===== src/rtl/bp_fe_bht_updater.sv =====
// In-order BHT update engine: queues issued predictions and retires them on resolve.
// Optional mispredict statistics counter enabled by BP_FE_BHT_UPDATER_STATS_EN.
module bp_fe_bht_updater #(
  parameter int unsigned bht_idx_width_p = 9,
  parameter int unsigned depth_p         = 8,
  localparam int unsigned ptr_width_lp   = $clog2(depth_p),
  localparam int unsigned count_width_lp = $clog2(depth_p + 1)
) (
  input  logic                       clk_i,
  input  logic                       reset_n_i,
  input  logic                       enq_v_i,
  input  logic [bht_idx_width_p-1:0] enq_idx_i,
  input  logic                       enq_pred_i,
  output logic                       enq_ready_o,
  input  logic                       res_v_i,
  input  logic                       res_taken_i,
  output logic                       res_ready_o,
  input  logic                       flush_i,
  output logic                       w_v_o,
  output logic [bht_idx_width_p-1:0] idx_w_o,
  output logic                       correct_o,
  output logic [count_width_lp-1:0]  count_o,
  output logic [15:0]                mispredict_cnt_o
);

  localparam logic [count_width_lp-1:0] full_count_lp = count_width_lp'(depth_p);

  logic [bht_idx_width_p:0]       mem [depth_p];
  logic [ptr_width_lp-1:0]        wptr_q, wptr_d;
  logic [ptr_width_lp-1:0]        rptr_q, rptr_d;
  logic [count_width_lp-1:0]      count_q, count_d;
  logic                           w_v_q;
  logic [bht_idx_width_p-1:0]     idx_w_q;
  logic                           correct_q;
  logic                           enq_hs, res_hs;
  logic [bht_idx_width_p:0]       rd_entry;

  assign enq_ready_o = (count_q != full_count_lp);
  assign res_ready_o = (count_q != '0);
  assign count_o     = count_q;

  // Flush overrides both handshakes in the same cycle.
  assign enq_hs   = enq_v_i & enq_ready_o & ~flush_i;
  assign res_hs   = res_v_i & res_ready_o & ~flush_i;
  assign rd_entry = mem[rptr_q];

  always_comb begin
    wptr_d  = wptr_q;
    rptr_d  = rptr_q;
    count_d = count_q;
    if (flush_i) begin
      wptr_d  = '0;
      rptr_d  = '0;
      count_d = '0;
    end else begin
      if (enq_hs) wptr_d = wptr_q + ptr_width_lp'(1);
      if (res_hs) rptr_d = rptr_q + ptr_width_lp'(1);
      unique case ({enq_hs, res_hs})
        2'b10:   count_d = count_q + count_width_lp'(1);
        2'b01:   count_d = count_q - count_width_lp'(1);
        default: count_d = count_q;
      endcase
    end
  end

  always_ff @(posedge clk_i or negedge reset_n_i) begin
    if (!reset_n_i) begin
      wptr_q    <= '0;
      rptr_q    <= '0;
      count_q   <= '0;
      w_v_q     <= 1'b0;
      idx_w_q   <= '0;
      correct_q <= 1'b0;
    end else begin
      wptr_q  <= wptr_d;
      rptr_q  <= rptr_d;
      count_q <= count_d;
      w_v_q   <= res_hs;
      if (res_hs) begin
        idx_w_q   <= rd_entry[bht_idx_width_p:1];
        correct_q <= (rd_entry[0] == res_taken_i);
      end
    end
  end

  // Storage deliberately has no reset.
  always_ff @(posedge clk_i) begin
    if (enq_hs) mem[wptr_q] <= {enq_idx_i, enq_pred_i};
  end

  assign w_v_o     = w_v_q;
  assign idx_w_o   = idx_w_q;
  assign correct_o = correct_q;

`ifdef BP_FE_BHT_UPDATER_STATS_EN
  logic [15:0] misp_q, misp_d;

  always_comb begin
    misp_d = misp_q;
    if (w_v_q && !correct_q && (misp_q != 16'hFFFF)) misp_d = misp_q + 16'd1;
  end

  always_ff @(posedge clk_i or negedge reset_n_i) begin
    if (!reset_n_i) misp_q <= '0;
    else            misp_q <= misp_d;
  end

  assign mispredict_cnt_o = misp_q;
`else
  assign mispredict_cnt_o = '0;
`endif

endmodule

===== config.mk =====
export PLATFORM = sky130hd
export DESIGN_NAME = bp_fe_bht_updater
export DESIGN_NICKNAME = d
export VERILOG_FILES = /design/src/rtl/bp_fe_bht_updater.sv
export SDC_FILE = /design/constraint.sdc
export NUM_CORES = 1
export LEC_CHECK = 0
export ABC_CLOCK_PERIOD_IN_PS = 3550
export CORE_UTILIZATION = 55
export DETAILED_ROUTE_END_ITERATION = 8
export PLACE_DENSITY = 0.82
export SLEW_MARGIN = 20
export SYNTH_ARGS = -nofsm -noshare
export SYNTH_HDL_FRONTEND = slang
export SYNTH_SLANG_ARGS = --single-unit

===== constraint.sdc =====
create_clock -name clk_i -period 3.55 [get_ports clk_i]
set_clock_uncertainty 0.15 [all_clocks]
set_input_delay 0.355 -clock clk_i [delete_from_list [all_inputs] [get_ports clk_i]]
set_output_delay 0.355 -clock clk_i [all_outputs]
set_load 0.02 [all_outputs]

==> out/results.md <==
* 136 — drt first-iter violations
* 2.82 ns — Final min period
* 0.571 — fraction of post-synthesis cell area in the top cell type by area
* flip-flop to flip-flop — type of the worst setup path
* 0.00800 mm^2 — area of the die
* 0 — Post-DRT Antenna Nets
* edfxtp_1 (80), dfrtp_1 (21), mux4_2 (20) — top post-synthesis cells by count
* 7060 um — DRT Wirelength
* 0 — Hold Vio Cnt, Final
* 0.00485 mm^2 — final cell area excluding filler cells
* idx_w_o[2]$_DFFE_PN0P_ — origin of the worst min-delay path
* 9 — Inserted Clock Buffers
* 0 — number of post-CTS setup repair buffers
* 0 — number of setup violations in the final report
* 0.51 ns — maximum cell stage delay along the critical path
* 49 — top-level I/O count
* 2.89 ns — Crit path arrival time
* 355 MHz — maximum achievable frequency
* 0.333 — slew margin rel.
* 80 — EDFF count, synth
* 23 — largest net degree at the start of global routing
* flip-flop to flip-flop — worst hold path type
* 247 — Mapped Cells
* 0.09 ns — clock slew at the register clock pins of the worst setup and hold paths
* count_o[1]$_DFFE_PN0P_ — startpoint of the lowest-slack register-to-register path
* 0.574 — Initial Utilization
* 0 — fin. max-slew vios
* 0.00463 mm^2 — placement-stage cell area
* built — CTS tree
* 0 ns — final sum of negative setup slack
* 32 — number of buffers inserted by port buffering
* 0.208 — async set-or-reset flop fraction in the synthesized netlist
* 314 — fin nets
* no — unrepaired setup endpoints after global routing
* 0 — residual DRC count
* 0 — number of max-cap violations
* 0 — total overflow reported by the global router
* count_o[1]$_DFFE_PN0P_ — worst setup path start
* 3.09 mW — total power draw
* finished clean — result of the run
* edfxtp_1 (57%), dfrtp_1 (12%), mux4_2 (11%), buf_4 (3.0%), mux2i_1 (2.6%) — cell types with the largest area share after synthesis
* 5.58 — mean number of vias per cell
* 2 — Max clock buf depth
* 0 — count of yosys warnings during synthesis
* 0 — antenna fix cells
* edfxtp_1 — flip-flop cell with the highest count after synthesis
* 397 — Cell Count, Final, Fillers Out
* 0.661 — post-layout utilization of the core
* 89.5 um — width of the die
* nor4b_2 — CP max stage cell
* 101 — CTS sink count
* 0.00421 mm^2 — Post-Syn Area
* 8 — Max FO, Critical Path
* 0.374 mV — worst-case vdd ir drop
* 10900 um — first-pass GRT wire length
* edfxtp_1 — dominant cell by count in the synthesized netlist
* 2214 — vias post-DR
* 0.00733 mm^2 — core area
* 15.2% — Layout area overhead
* 17.0 um^2 — Avg Inst Size Synth
* 89.5 um — Chip Height
* edfxtp_1 — dominant cell type by area after synthesis
* 637 mW/mm^2 — total power divided by cell area
* nor4b_2, nor2_1, nor2_1, ha_1, a21o_2, a211oi_1, mux2i_1, o311ai_1 — cell-by-cell trace of the critical path
* 0 — count of hold buffers inserted by post-cts repair
* 3.63 ns — critical path data required time
* 0.35 ns — later-pin clock latency in the skew report
* flip-flop — kind of end point of the critical path
* 0 — Resized cells post-CTS
* 1.00 ns — Worst Max-Slew Pin Slew
* 0.181 — share of final-layout standard cells stronger than drive strength 1
* nor2_1 — most common cell type on the critical path
* 0.794 — final worst-path cycle share
* 1.69 nW — cell leakage power
* clkbuf_8 — clock tree root driver cell
* 2055 — via count of the first global-routing pass
* 3 — H-Tree Depth
* 381 — placed insts
* 0.196 — Tot GR Track Use
* 101 — Yosys reg bits
* 37 — count of cell types in the netlist
* 0 — number of antenna violations at the first check in global routing
* 4 — Pre-Repair DR Iteration Count
* 4780 um — Final HPWL DP
* 0.696 — portion of the post-synthesis area used by sequential elements
* 31 — row count
* flip-flop — Startpoint Class
* 0.774 — routability congestion estimate from global placement
* 17.8 um — final routed wire length divided by cell count
-- worst max-delay path, delay by kind of cell (launching register included) --
family,cells,cell delay (ns)
AND/OR/NAND/NOR,3,0.94
adder cells (fa/ha/maj),1,0.28
AO/OA/AOI/OAI,3,0.61
flip-flops,1,0.50
multiplexers,1,0.21
-- metrics by stage --
step / hold WS, ns / setup WS [ns]
finish: 0.332 / 0.731
global route: 0.356 / 0.502
CTS: 0.340 / 0.748
detailed placement: 0.320 / 0.610
floorplan: -0.0906 / 0.665
global placement: 0.310 / 0.702
-- per-layer routing --
metal | global-route usage | vias up | wire [um]
li1 | - | 1006 | -
met3 | 0.0582 | 12 | 358
met5 | 0 | - | 0
met2 | 0.316 | 72 | 3570
met1 | 0.260 | 1124 | 3040
met4 | 0.0635 | 0 | 98
-- report_power, final --
group,switching [mW],internal (mW),leakage [nW],total [mW]
Clock,0.348,0.380,0.111,0.729
Sequential,0.102,1.38,0.996,1.49
Combinational,0.434,0.439,0.584,0.874
Total,0.884,2.20,1.69,3.09
-- flip-flops by register name, summed over array words and instances, names as in the netlist --
register,count
rptr_q,3
count_o,4
mem,80
wptr_q,3
correct_o,1
w_v_o,1
idx_w_o,9
-- area by class of cell --
cell class                 instances  area (um^2)
timing repair buffer              44          410
multi-input combinational        134         1160
clock buffer                      15          209
tap                               99          124
inverter                           3         11.3
fill                             504         2480
sequential                       101         2930
clock inverter                     1         6.26
-- layout by cell type (no fill, tap or decap), types with 4 or more instances in the layout --
master | netlist | layout
o21ai_0 | 13 | 13
dfrtp_1 | 21 | 21
nand2_1 | 17 | 17
a21oi_1 | 6 | 6
conb_1 | 1 | 16
mux4_2 | 20 | 20
ha_1 | 4 | 4
nor2_1 | 14 | 14
clkbuf_8 | 0 | 11
nor3_1 | 6 | 6
clkdlybuf4s50_1 | 0 | 32
buf_4 | 17 | 12
edfxtp_1 | 80 | 80
mux2i_1 | 11 | 11
-- worst paths after layout --
path                       slack [ns]                     end  depth (start not counted)
min in group asynchronous        0.35   wptr_q[0]$_DFFE_PN0P_                          1
max                              0.73  count_o[3]$_DFFE_PN0P_                          8
min                              0.33  idx_w_o[2]$_DFFE_PN0P_                          2
max in group asynchronous        2.36  idx_w_o[6]$_DFFE_PN0P_                          1
max reg2reg                      0.73  count_o[3]$_DFFE_PN0P_                          8
min reg2reg                      0.33  idx_w_o[2]$_DFFE_PN0P_                          2
-- kinds of logic (layout without fill, tap and decap cells) --
family	after synthesis	in the layout	share of synthesized area
and+or+nand+nor	51	51	0.0613
buffers and inverters	27	63	0.0419
other	1	16	0.000891
xor gates and xnor gates	6	6	0.0125
AOI/OAI and AO/OA	25	25	0.0378
muxes	31	31	0.133
DFF	101	101	0.696
adders and majority gates	5	5	0.0167
No activity file was read; power rests on OpenSTA's default activity.
